[src/rtl/toggle_pkg.sv]
// Shared defaults and the occupancy view for the toggle-event receiver.
// No logic of its own; latency and backpressure are defined by the users.
// The occupancy helper maps a pending count onto EMPTY/ACTIVE/FULL.
package toggle_pkg;

    localparam int SYNC_STAGES_DEF = 2;
    localparam int CNT_W_DEF       = 4;

    typedef enum logic [1:0] {
        EMPTY  = 2'd0,
        ACTIVE = 2'd1,
        FULL   = 2'd2
    } occ_e;

    function automatic occ_e occ_of(input int cnt, input int pmax);
        if (cnt == 0)
            return EMPTY;
        else if (cnt >= pmax)
            return FULL;
        return ACTIVE;
    endfunction

endpackage

[src/rtl/sync_chain.sv]
// Multi-flop synchronizer for one asynchronous level.
// Latency: STAGES clk edges from input change to output change.
// No backpressure: samples every cycle.
module sync_chain #(
    parameter int STAGES = 2
) (
    input  logic clk,
    input  logic rst,
    input  logic din,
    output logic dout
);

    logic [STAGES-1:0] q;

    always_ff @(posedge clk or posedge rst) begin
        if (rst)
            q <= '0;
        else
            q <= {q[STAGES-2:0], din};
    end

    assign dout = q[STAGES-1];

endmodule

[src/rtl/toggle_event_rx.sv]
// Turns each level change of a remote toggle into a local event and a pending count.
// Latency: evt_pulse and the count increment appear after edge SYNC_STAGES+1.
// Backpressure: evt_valid/evt_ready drain the count; saturation drops events into sticky ovf.
module toggle_event_rx
    import toggle_pkg::*;
#(
    parameter int SYNC_STAGES = SYNC_STAGES_DEF,
    parameter int CNT_W       = CNT_W_DEF
) (
    input  logic             clk,
    input  logic             rst,
    input  logic             tgl_in,
    output logic             evt_pulse,
    output logic             evt_valid,
    input  logic             evt_ready,
    output logic [CNT_W-1:0] pending,
    output logic             ovf,
    input  logic             ovf_clr
);

    localparam logic [CNT_W-1:0] PMAX = {CNT_W{1'b1}};
    localparam logic [CNT_W-1:0] ONE  = CNT_W'(1);

    logic sync_last;
    logic prev;
    logic det;
    logic pop;
    logic lost;
    occ_e occ;

    sync_chain #(
        .STAGES (SYNC_STAGES)
    ) u_sync (
        .clk  (clk),
        .rst  (rst),
        .din  (tgl_in),
        .dout (sync_last)
    );

    assign det       = sync_last ^ prev;
    assign evt_valid = (pending != '0);
    assign pop       = evt_valid && evt_ready;
    // A simultaneous pop frees the slot, so only an unmatched detect at PMAX is lost.
    assign lost      = det && !pop && (pending == PMAX);
    assign occ       = occ_of(int'(pending), int'(PMAX));

    always_ff @(posedge clk or posedge rst) begin
        if (rst) begin
            prev      <= 1'b0;
            evt_pulse <= 1'b0;
            pending   <= '0;
            ovf       <= 1'b0;
        end else begin
            prev      <= sync_last;
            evt_pulse <= det;
            if (det && !pop && (pending != PMAX))
                pending <= pending + ONE;
            else if (pop && !det)
                pending <= pending - ONE;
            if (lost)
                ovf <= 1'b1;
            else if (ovf_clr)
                ovf <= 1'b0;
        end
    end

    a_full_loss_sets_ovf: assert property (
        @(posedge clk) disable iff (rst) (occ == FULL && det && !pop) |=> ovf
    );

endmodule
[config.mk]
export PLATFORM = sky130hd
export DESIGN_NAME = toggle_event_rx
export DESIGN_NICKNAME = d
export VERILOG_FILES = /design/src/rtl/toggle_pkg.sv /design/src/rtl/sync_chain.sv /design/src/rtl/toggle_event_rx.sv
export SDC_FILE = /design/constraint.sdc
export NUM_CORES = 1
export LEC_CHECK = 0
export CAP_MARGIN = 5
export CORE_AREA = 2 2 39 41
export DETAILED_ROUTE_END_ITERATION = 8
export DIE_AREA = 0 0 41 43
export PLACE_DENSITY_LB_ADDON = 0.3
export SYNTH_ARGS = -nofsm -noshare
export SYNTH_HDL_FRONTEND = slang
export SYNTH_SLANG_ARGS = --single-unit
[constraint.sdc]
create_clock -name clk -period 1.96 [get_ports clk]
set_input_delay 0.392 -clock clk [delete_from_list [all_inputs] [get_ports clk]]
set_output_delay 0.392 -clock clk [all_outputs]
set_load 0.005 [all_outputs]
# [Yosys cells after proc, flatten, opt, wreduce, memory -nomap -nowiden]
# Cells that the tools add are included.
[classes] add_sub_neg=2 bitwise=1 n_mux=4 eq_ne=2 n_reduce_logical=10
[ops] op="$mux 4" count=2
[ops] op="$logic_and 1x1->1" count=5
[ops] op="$add 4x1->4 const B" count=1
[ops] op="$eq 4x4->1 const B" count=1
[ops] op="$ne 4x4->1 const B" count=1
[ops] op="$reduce_bool 2->1" count=2
[ops] op="$reduce_bool 4->1" count=1
[ops] op="$sub 4x1->4 const B" count=1
[ops] op="$logic_not 1->1" count=2
[ops] op="$mux 1" count=2
[ops] op="$xor 1x1->1" count=1
[totals] output_inout_bits=7 inputBits=5 reg_bits=9 elab_cells=24

# [Logic depth before layout (Yosys ltp)]
# Gate-level depths: netlist (run 1).
[logic_depth] ltp_word=6 ltp_mapped=8 ltp_nobuf=8

# [By module]
# From an unflattened synthesis (run 1), not the netlist that was laid out.
[hier_totals] cells_unflattened=32 hier_area_um2=431.7
[by_module_without_submodules] module="toggle_event_rx" n_inst=1 area_per_inst_um2=377.9 seq_area_each_um2=175.2 cells_per_inst=29
[by_module_without_submodules] module="sync_chain" n_inst=1 area_per_inst_um2=53.8 seq_area_each_um2=50.0 cells_per_inst=3

# [Least setup slack after synthesis (run 1)]
# Ideal clock, no wire load.
[synth_path] path_kind="register to register" start="register pending[0]" end="register pending[3]" synth_period_minus_slack_ns=2.170 setup_time_ns=0.079 t_arrival_ns=2.090 stages_incl_launch_ff=8 path_slack_ns=-0.210 t_required_ns=1.881 cell_sequence="dfrtp_1 > o41a_1 > nand3b_4 > ha_1 > a21o_2 > a21oi_1 > mux2i_1 > xor2_1"
[synth_between] elab_chain_cells=6
[synth_lines] item="from (decl)" line_no="toggle_event_rx.sv:16" text="output logic [CNT_W-1:0] pending,"
[synth_lines] item="from (signal assigned)" line_no="toggle_event_rx.sv:57" text="pending <= pending + ONE;"
[synth_lines] item="from (signal assigned)" line_no="toggle_event_rx.sv:59" text="pending <= pending - ONE;"
[synth_lines] item="branches (longest 6 deep; another with $sub 4x1->4)"
# Several ways; the timed one is not identified. The select of a mux whose other input is x is not followed.
# A chain may end at the register's enable or synchronous reset.

# [Worst setup path after layout (run 1)]
# Same ends and word-level chain as after synthesis.

==> results of run 1 <==
==> area by class of cell <==
| type | count | share of cell area |
|---|---|---|
| timing repair buffer | 21 | 0.272 |
| sequential | 9 | 0.332 |
| inverter | 3 | 0.0164 |
| clock inverter | 1 | 0.00730 |
| tap | 16 | 0.0292 |
| multi-input combinational | 19 | 0.310 |
| clock buffer | 3 | 0.0328 |
==> logic make-up (layout without fill, tap and decap cells) <==
kind of cell	after synthesis	in the layout
AND/OR/NAND/NOR	5	5
multiplexers	3	3
adder cells (fa/ha/maj)	3	3
flip-flops	9	9
XOR/XNOR	4	4
buffers and inverters	3	28
AO/OA/AOI/OAI	4	4
==> layer usage <==
layer / wire length, microns / GRT usage
met5: 0 / 0
met4: 0 / 0.0400
met3: 51 / 0.0628
met2: 501 / 0.238
met1: 323 / 0.155
==> power groups by stage <==
stage          clock [uW]  sequential [uW]  combinational [uW]
4_1_cts               148              277                 569
6_report              140              271                 591
5_1_grt               159              279                 658
2_1_floorplan           0              324                 229
3_3_place_gp            0              275                 535
3_5_place_dp            0              279                 553
==> registers in the layout, indices dropped and copies added, names as in the netlist <==
name / cells
ovf: 1
u_sync.q: 2
evt_pulse: 1
prev: 1
pending: 4
==> placed cells by master, fill, tap and decap left out <==
master / instances
dfrtp_1: 7
ha_1: 1
mux2i_1: 1
nand4_1: 1
mux2_2: 2
nand2_1: 1
nand3b_4: 1
a21o_2: 1
or4_4: 1
nand2_2: 1
xor2_1: 3
buf_4: 10
fa_2: 1
o32ai_1: 1
xnor2_1: 1
o41a_1: 1
a21oi_2: 1
inv_1: 3
clkdlybuf4s50_1: 10
buf_6: 1
dfrtp_2: 2
clkbuf_4: 3
ha_4: 1
clkinv_2: 1
==> worst max-delay path, cell delays in order, from the launching register on <==
cell      delay [ps]
dfrtp_2          400
o41a_1           440
nand3b_4         200
ha_4             220
a21o_2           210
a21oi_2          140
mux2i_1          250
xor2_1           180
==> metrics by stage <==
step	setup WS [ps]	cells	power, uW
after floorplan	-97.1	31	554
after global placement	-248	65	810
after global routing	-245	72	1100
final	-156	72	1000
after CTS	-166	71	995
after detailed placement	-328	65	832
==> how the worst max path moves through the flow <==
stage,depth (start not counted),to,from
floorplan,7,pending[3],pending[1]
global placement,8,pending[3],evt_ready
detailed placement,8,pending[3],evt_ready
CTS,7,pending[3],pending[2]
global route,7,pending[3],pending[0]
finish,7,pending[3],pending[0]
==> repair_timing <==
action,in CTS,in global routing
setup buffers,2,1
pin swaps,1,2
setup endpoints to repair,3,4
resized for setup,3,3
endpoints found under the hold margin,0,0
hold buffers,0,0
==> metrics.yaml, run 1 <==
synth_top_area_cell: "dfrtp_1"
synth_cell_type_count: 17
pwr-share-clk: 0.140
r2r_slack_ps: -160
antenna_cells: 0
switchingPower_uw: 334
worstReg2RegStart: "pending[0]"
setup_tns_ps: -259
vias_per_cell: 4.54
ant_nets: 0
setup_ws_ps: -156
fin_nets: 65
drt_iter0_drc: 0
die_w_microns: 41
rsz0062_at_grt: "yes"
syn_area_sq_um: 428
placed_area_sq_um: 629
synth-edff-count: 0
critPathMaxFanout: 4
cts_tree: "done"
outcome: "finished, violations left"
cts.sinks: 9
finalSetupViolCount: 3
cp.required_ps: 2130
die_area_sq_um: 1760
synthAdderAreaFrac: 0.105
holdWs_ps: 352
syn_nets: 39
seqPwrFrac: 0.271
overflow: 0
routed_wl_microns: 877
die_y_microns: 43
grt_pass1_wl_mm: 1.63
seq_area_frac_synth: 0.526
syn_area_per_cell_sq_um: 13.8
cts_htree_levels: 1
numCtsBuffers: 3
hp-class: "flip-flop to flip-flop"
reg2reg_to: "pending[3]"
p_sw_frac: 0.333
worstHoldStart: "u_sync.q[0]"
finalHoldViolations: 0
endpoint_kind: "flip-flop"
synth_top_cell_area_share: 0.526
clockBufferDepth: 2
fin_util: 0.495
hold_path_end: "u_sync.q[1]"
synthTopCellsByCount: "dfrtp_1 (9), inv_1 (3), xor2_1 (3), ha_1 (2), mux2_2 (2)"
internal_power_uw: 669
drive_above_1_share: 0.464
path_class: "flip-flop to flip-flop"
p_comb_frac: 0.590
grt_max_degree: 10
period_needed_ps: 2120
cap_violations: 0
synthTopCellsByArea: "dfrtp_1 (53%), xor2_1 (6.1%), ha_1 (5.8%)"
violations: "negative setup slack"
worst_pin_slew_ps: 342
start_util: 0.309
synth-seq-cells: 9
synth_compound_area_frac: 0.0789
min_path_cells: 0
synth_top_family_by_area: "adder cells"
postSynthCellCount: 31
grt_pass1_vias: 386
clock_latency_ps: 250
reg2reg_depth: 7
yosysMostFrequentCell: "dfrtp_1"
slew_viol_final: 0
peakVddDrop_uv: 581
globalplace.congestion: 0.740
clkTransAtPathRegs_ps: 60
synthMuxAreaShare: 0.0760
synthArstFlopShare: 1.00
stdcell_area_sq_um: 686
regArea_sq_um: 228
antenna_found_initial: 0
start_kind: "flip-flop"
num_vias: 327
power_density_nw_per_um2: 1460
leakagePower_uw: 0.000307
drc: 0
num_rows: 14
yosysWarnings: 0
area_growth_pct: 60.2
cts_root_buf: "clkbuf_4"
synth-main-ff-cell: "dfrtp_1"
multiInputGateArea_sq_um: 213
numPortBuffers: 11
clock.fmax_mhz: 473
ios: 12
finalCritPeriodShare: 1.08
core_area_sq_um: 1380
dp.final_hpwl_microns: 693
synth-xor-area-share: 0.0819
cp.arrival_ps: 2290
slew_headroom: 0.772
drt-wirelength-per-cell_microns: 12.2
fill_cells: 129
finalClockSkew_ps: 1.51
synthSimpleGateAreaFrac: 0.105
first_pass_iters: 1
grt_usage: 0.143
Note: power is estimated with default switching activity, not from simulation.
==> inputs of run 2 (changes only) <==
--- a/config.mk
+++ b/config.mk
@@ -7,6 +7,7 @@
 export LEC_CHECK = 0
 export CAP_MARGIN = 5
 export CORE_AREA = 2 2 39 41
+export CTS_BUF_LIST = sky130_fd_sc_hd__clkbuf_2
 export DETAILED_ROUTE_END_ITERATION = 8
 export DIE_AREA = 0 0 41 43
 export PLACE_DENSITY_LB_ADDON = 0.3
==> run 2 against run 1 <==
The run still ends with negative setup slack left. Largest cell class unchanged. Sequential share of layout area grew 0.37 points. Register-to-register slack better by 20 ps. Maximum frequency is 0.74% higher. Hold slack better by 5.5 ps.
==> metrics.yaml, run 2 (same netlist as run 1, synthesis figures left out) <==
outcome: "finished, violations left"
violations: "negative setup slack"
drive_above_1_share: 0.464  # unchanged
critPathMaxFanout: 4  # unchanged
die_y_microns: 43  # unchanged
die_w_microns: 41  # unchanged
finalCritPeriodShare: 1.07  # -0.00790
clockBufferDepth: 2  # unchanged
internal_power_uw: 639  # -4.4%
stdcell_area_sq_um: 678  # -1.1%
period_needed_ps: 2100  # -15.5 ps
drc: 0  # unchanged
pwr-share-clk: 0.115  # -0.025
peakVddDrop_uv: 535  # -8.0%
vias_per_cell: 4.53  # -0.31%
ant_nets: 0  # unchanged
regArea_sq_um: 228  # unchanged
multiInputGateArea_sq_um: 213  # unchanged
path_class: "flip-flop to flip-flop"
antenna_found_initial: 0  # unchanged
setup.worst_path.start: "pending[0]"
area_growth_pct: 58.5
cts-hold-fix-buffers: 0  # unchanged
cts_root_buf: "clkbuf_2"
crit_end: "pending[3]"
worst_pin_slew_ps: 326  # -15.7 ps
cp.required_ps: 2120  # about the same
seqPwrFrac: 0.279  # +0.008
reg2reg_to: "pending[3]"
power_density_nw_per_um2: 1430  # -2.3%
cap_violations: 0  # unchanged
start_kind: "flip-flop"
start_util: 0.309  # unchanged
numCtsBuffers: 3  # unchanged
leakagePower_uw: 0.000306  # -0.44%
routed_wl_microns: 846  # -3.5%
rsz0062_at_grt: "yes"
grt_usage: 0.135  # -0.00713
grt_max_degree: 10  # unchanged
hp-class: "flip-flop to flip-flop"
grt_pass1_wl_mm: 1.57  # -3.4%
final_cell_mix: "clkdlybuf4s50_1 (10), buf_4 (10), dfrtp_1 (7)"
setup_ws_ps: -141  # +15.5 ps
reg2reg_depth: 7  # unchanged
cts_tree: "done"
drt-wirelength-per-cell_microns: 11.8  # -3.5%
cts.sinks: 9  # unchanged
largest-register: "pending"
slew_headroom: 0.782  # +0.0105
fin_nets: 65  # unchanged
dp.final_hpwl_microns: 693  # unchanged
core_area_sq_um: 1380  # unchanged
cp.arrival_ps: 2260  # -30 ps
die_area_sq_um: 1760  # unchanged
largest_reg_flops: 4  # unchanged
placed_area_sq_um: 629  # unchanged
finalSetupViolCount: 3  # unchanged
finalClockSkew_ps: 2.34  # +0.833 ps
p_comb_frac: 0.606  # +0.016
globalplace.congestion: 0.740  # unchanged
overflow: 0  # unchanged
endpoint_kind: "flip-flop"
clock.fmax_mhz: 476  # +0.74%
first_pass_iters: 1  # unchanged
switchingPower_uw: 330  # -1.1%
num_rows: 14  # unchanged
finalHoldViolations: 0  # unchanged
ios: 12  # unchanged
slew_viol_final: 0  # unchanged
reg_top3: "pending: 4 flops, u_sync.q: 2 flops"
p_sw_frac: 0.341  # +0.00771
num_vias: 326  # -0.31%
r2r_slack_ps: -140  # +20 ps
holdWs_ps: 358  # +5.47 ps
worstReg2RegStart: "pending[0]"
grt_pass1_vias: 380  # -1.6%
drt_iter0_drc: 0  # unchanged
numPortBuffers: 11  # unchanged
antenna_cells: 0  # unchanged
clkTransAtPathRegs_ps: 100  # +40 ps
cts_htree_levels: 1  # unchanged
fill_cells: 131  # +1.6%
clock_latency_ps: 240  # about the same
## run 2: cell counts in the layout (fill, tap and decap cells not counted)
No cell type changed its count.
## run 2: how the worst min path moves through the flow
stage	startpoint	end	slack, ps	depth (start not counted)
after global placement	u_sync.q[0]	u_sync.q[1]	340	0
after floorplan	rst	evt_pulse	220	1
final	u_sync.q[0]	u_sync.q[1]	360	0
after CTS	u_sync.q[0]	u_sync.q[1]	360	0
after global routing	u_sync.q[0]	u_sync.q[1]	370	0
after detailed placement	u_sync.q[0]	u_sync.q[1]	340	0
## run 2: area by class of cell
cell class / count / area share
clock buffers: 3 / 0.0221
clock inverters: 1 / 0.00738
inverters: 3 / 0.0166
multi-input cells: 19 / 0.314
flip-flops and latches: 9 / 0.336
well taps: 16 / 0.0295
repair buffers: 21 / 0.275
## run 2: metal layers
layer / global-route usage / share of wire / vias up
met3: 0.0628 / 0.060 / 0
met2: 0.216 / 0.54 / 9
met1: 0.155 / 0.40 / 160
met4: 0.0400 / 0 / 0
met5: 0 / 0 / -
li1: - / - / 157
## run 2: power by group through the flow
stage / Sequential (uW) / Combinational (uW) / Clock (uW)
floorplan: 324 / 229 / 0
global placement: 275 / 535 / 0
detailed placement: 279 / 553 / 0
CTS: 275 / 566 / 117
global route: 279 / 654 / 127
finish: 270 / 588 / 111
## run 2: timing repair
action | in CTS | in global routing
endpoints found under the setup margin | 3 | 4
gates resized for setup | 3 | 3
buffers inserted | 2 | 1
pin swaps | 1 | 2
## run 2: stage by stage
step / total power, uW / worst slack (ps) / instances / util / TNS (ps)
detailed placement: 832 / -328 / 65 / 0.455 / -546
floorplan: 554 / -97.1 / 31 / - / -121
global placement: 810 / -248 / 65 / 0.455 / -436
global route: 1060 / -254 / 72 / 0.490 / -491
finish: 969 / -141 / 72 / 0.490 / -220
CTS: 959 / -158 / 71 / 0.482 / -318
## run 2: worst max-delay path: stages, from the launching register on
cell and delay [ps]:
dfrtp_2 410, o41a_1 420, nand3b_4 200, ha_4 220
a21o_2 210, a21oi_2 140, mux2i_1 240, xor2_1 180
==> variant 1, RTL diff (flow settings as in run 2) <==
Register the output `ovf` once more; this adds one clock of latency there. The other outputs are not delayed to match.
--- a/src/rtl/toggle_event_rx.sv
+++ b/src/rtl/toggle_event_rx.sv
@@ -20,6 +20,8 @@
 
     localparam logic [CNT_W-1:0] PMAX = {CNT_W{1'b1}};
     localparam logic [CNT_W-1:0] ONE  = CNT_W'(1);
+
+    logic ovf_s0;
 
     logic sync_last;
     logic prev;
@@ -49,7 +51,7 @@
             prev      <= 1'b0;
             evt_pulse <= 1'b0;
             pending   <= '0;
-            ovf       <= 1'b0;
+            ovf_s0    <= 1'b0;
         end else begin
             prev      <= sync_last;
             evt_pulse <= det;
@@ -58,14 +60,18 @@
             else if (pop && !det)
                 pending <= pending - ONE;
             if (lost)
-                ovf <= 1'b1;
+                ovf_s0 <= 1'b1;
             else if (ovf_clr)
-                ovf <= 1'b0;
+                ovf_s0 <= 1'b0;
         end
     end
 
     a_full_loss_sets_ovf: assert property (
-        @(posedge clk) disable iff (rst) (occ == FULL && det && !pop) |=> ovf
+        @(posedge clk) disable iff (rst) (occ == FULL && det && !pop) |=> ovf_s0
     );
 
+    always_ff @(posedge clk) begin
+        ovf <= ovf_s0;
+    end
+
 endmodule
Check against the original RTL: no difference found for any inputs over 10 cycles, from zero or initial values and one cycle with rst high; that may be too few to reach the edited logic, so the function may still have changed.
==> variant 1 against run 2 <==
The run still ends with setup timing left; setup slack better by 16 ps; wire length grew 5.7%; power increased by 7.4%; final cell count increased by 2.8%; design area up 5.5%; maximum frequency rose by 0.76%; critical path depth unchanged; combinational power is 5.1% higher; sequential cell count grew 1; synthesized area is 4.7% higher; critical endpoint unchanged; largest power group unchanged.
==> variant 1: results (changes against run 2) <==
status: complete, but fails checks
failing checks: setup timing
top cells by area, synth: dfrtp_1 (50%), xor2_1 (5.9%), ha_1 (5.6%)
fraction of the mapped netlist area in adder cells: 0.101 (-0.00470)
uppermost routed layer: met4
wire length on met3: 50 microns (-2.0%)
critical-path maximum fanout: 3 (-1)
vias per inst: 4.57 (+0.88%)
CTS clock-pin slew for the worst setup and hold paths: 100 ps (about the same)
final setup vio count: 3 (unchanged)
cells after synthesis: 32 (+3.2%)
Post-synth ARST share: 0.900 (-0.100)
Yosys warning total: 0 (unchanged)
Max VDD drop: 510 uV (-4.6%)
Leakage Power: 0.318 nW (+4.0%)
First-pass DRT Iterations: 2 (+1)
layout cell share with drive strength beyond 1: 0.483 (+0.0185)
Synth Area in Compound Gates: 0.0754 (-0.00353)
Yosys cell types: 18 (+1)
Hold Path Depth: 0 (unchanged)
worst skew pair latency: 250 ps
Min Hold Slack: 357 ps (-0.742 ps)
Largest regs: pending x4, u_sync.q x2
CP Launch Point: pending[2]$_DFFE_PP0P_
post-CTS sizing: 2 (-1)
DR iter-0 viols: 1 (+1)
met1 wire length: 391 microns (+17%)
vias in the first global route: 327 (-14%)
routed wire length: 894 microns (+5.7%)
H-tree depth: 1 (unchanged)
syn_nets: 40 (+2.6%)
routed wire length per instance: 12.1 microns (+2.8%)
Met2 Routed Length: 448 microns (-2.4%)
dpl hpwl: 687 microns (-0.87%)
Post-CTS Setup Inserts: 1 (-1)
Max-Slew Margin vs Limit: 0.779 (-0.00332)
Post-Synth XOR/XNOR Area: 0.0782 (-0.00366)
Slew Limit Fails: 0 (unchanged)
clock buffer depth: 2 (unchanged)
routability congestion estimate: 0.743 (+0.41%)
Layout fillers: 125 (-4.6%)
worst slack at placement: -297 ps (+30.7 ps)
GRT Total Usage: 0.128 (-0.00713)
Seq/Total Area, Yosys: 0.547 (+0.0212)
final worst slack: -125 ps (+15.9 ps)
fin nets: 67 (+3.1%)
first-pass GRT wire length: 1.40 mm (-11%)
TNS Setup: -274 ps (-54.5 ps)
dpl cell area: 657 sq um (+4.4%)
mux cell area share after synthesis: 0.0726 (-0.00340)
Setup Skew: 9.92 ps (+7.57 ps)
[variant 1: routing by layer]
metal | track usage | vias up
met5 | 0 | -
met4 | 0.100 | 0
met3 | 0.0471 | 2
met2 | 0.188 | 10
met1 | 0.141 | 161
li1 | - | 165
[variant 1: report_power, final]
| group | switching (mW) | internal [mW] |
|---|---|---|
| registers | 0.0361 | 0.267 |
| logic | 0.243 | 0.374 |
| clock network | 0.0652 | 0.0542 |
| total | 0.345 | 0.696 |
[variant 1: critical path, stage by stage (launching register included)]
cell and delay (ps):
dfrtp_1 410, o41a_1 460, nand3b_4 200, ha_4 220
a21o_2 210, a21oi_2 150, mux2i_1 230, xor2_1 150
[variant 1: area by class of cell]
| type | count | area, sq um | share of cell area |
|---|---|---|---|
| tap | 16 | 20.0 | 0.0280 |
| sequential | 10 | 248 | 0.346 |
| multi-input combinational | 19 | 225 | 0.315 |
| timing repair buffer | 22 | 191 | 0.267 |
| inverter | 3 | 11.3 | 0.0157 |
| clock buffer | 4 | 20.0 | 0.0280 |
==> variant 2, RTL diff (flow settings as in run 2) <==
Without the edit above. Change the package constant `CNT_W_DEF` from 4 to 6.
--- a/src/rtl/toggle_pkg.sv
+++ b/src/rtl/toggle_pkg.sv
@@ -4,7 +4,7 @@
 package toggle_pkg;
 
     localparam int SYNC_STAGES_DEF = 2;
-    localparam int CNT_W_DEF       = 4;
+    localparam int CNT_W_DEF       = 6;
 
     typedef enum logic [1:0] {
         EMPTY  = 2'd0,
Interface: changed (resized pending); port bits go from 12 to 14. The function was not compared with the original's and may differ.
==> variant 2 against run 2 <==
The flow still finishes with violations (setup timing); sequential share of layout area shrank 9.8 points; synthesized area grew 56%; clock skew grew 6.1 ps; design area grew 72%; power grew 98%; setup slack lost 310 ps; maximum frequency shrank 13%; utilization grew 35 points; final cell count grew 58%; sequential cell count grew 2; wire length grew 140%; first-iteration DRC count grew 9; highest routed layer is now met4.
==> variant 2: results (changes against run 2) <==
status: complete, but fails checks
failing checks: setup timing
Buffers excl. clock: 38 (+81%)
worst skew pair latency: 270 ps (+30 ps)
GR Layer Usage met2: 0.466 (+0.250)
layout cell share with drive strength beyond 1: 0.551 (+0.0867)
Sw Share: 0.380 (+0.0396)
max incr delay on CP: 440 ps (+20 ps)
routed wire length per instance: 18.0 microns (+53%)
Via Count: 633 (+94%)
synthesized flop and latch total: 11 (+2)
final setup vio count: 5 (+2)
Largest regs: pending x6, u_sync.q x2
Min Hold Slack: 383 ps (+25.1 ps)
dpl cell area: 1080 sq um (+71%)
FF-to-FF End: pending[4]$_DFFE_PP0P_
final worst slack: -451 ps (-311 ps)
fin util: 0.844 (+0.354)
uppermost routed layer: met4
GRT Total Usage: 0.276 (+0.141)
crit path DAT: 2570 ps (+310 ps)
area of the mapped netlist: 668 sq um (+56%)
Crit Reg-Reg Startpoint: pending[1]$_DFFE_PP0P_
Yosys cell types: 30 (+13)
worst slack at placement: -616 ps (-288 ps)
met3 usage: 0.105 (+0.0419)
critical-path maximum fanout: 5 (+1)
## variant 2: cell types whose count changed in the layout (fill, tap and decap cells not counted), moves of 2 or more
cell             change
and3_4               +2
buf_4               +14
clkdlybuf4s50_1      +2
dfrtp_1              +2
ha_4                 +3
nand2_1              +3
## variant 2: cells by family (layout without fill, tap and decap cells)
logic type	after synthesis	count (layout)	share of synthesized area
AOI/OAI and AO/OA	11	11	0.127
xor gates and xnor gates	5	5	0.0936
adders and majority gates	5	5	0.105
buffers and inverters	3	45	0.0169
DFF	11	11	0.412
muxes	5	5	0.101
and+or+nand+nor	16	16	0.144
## variant 2: power groups by stage
| stage | clock (mW) | combinational, mW | sequential (mW) |
|---|---|---|---|
| 6_report | 0.132 | 1.39 | 0.391 |
| 5_1_grt | 0.144 | 1.49 | 0.397 |
| 4_1_cts | 0.134 | 1.31 | 0.387 |
| 3_5_place_dp | 0 | 1.21 | 0.378 |
| 3_3_place_gp | 0 | 1.16 | 0.370 |
| 2_1_floorplan | 0 | 0.583 | 0.430 |
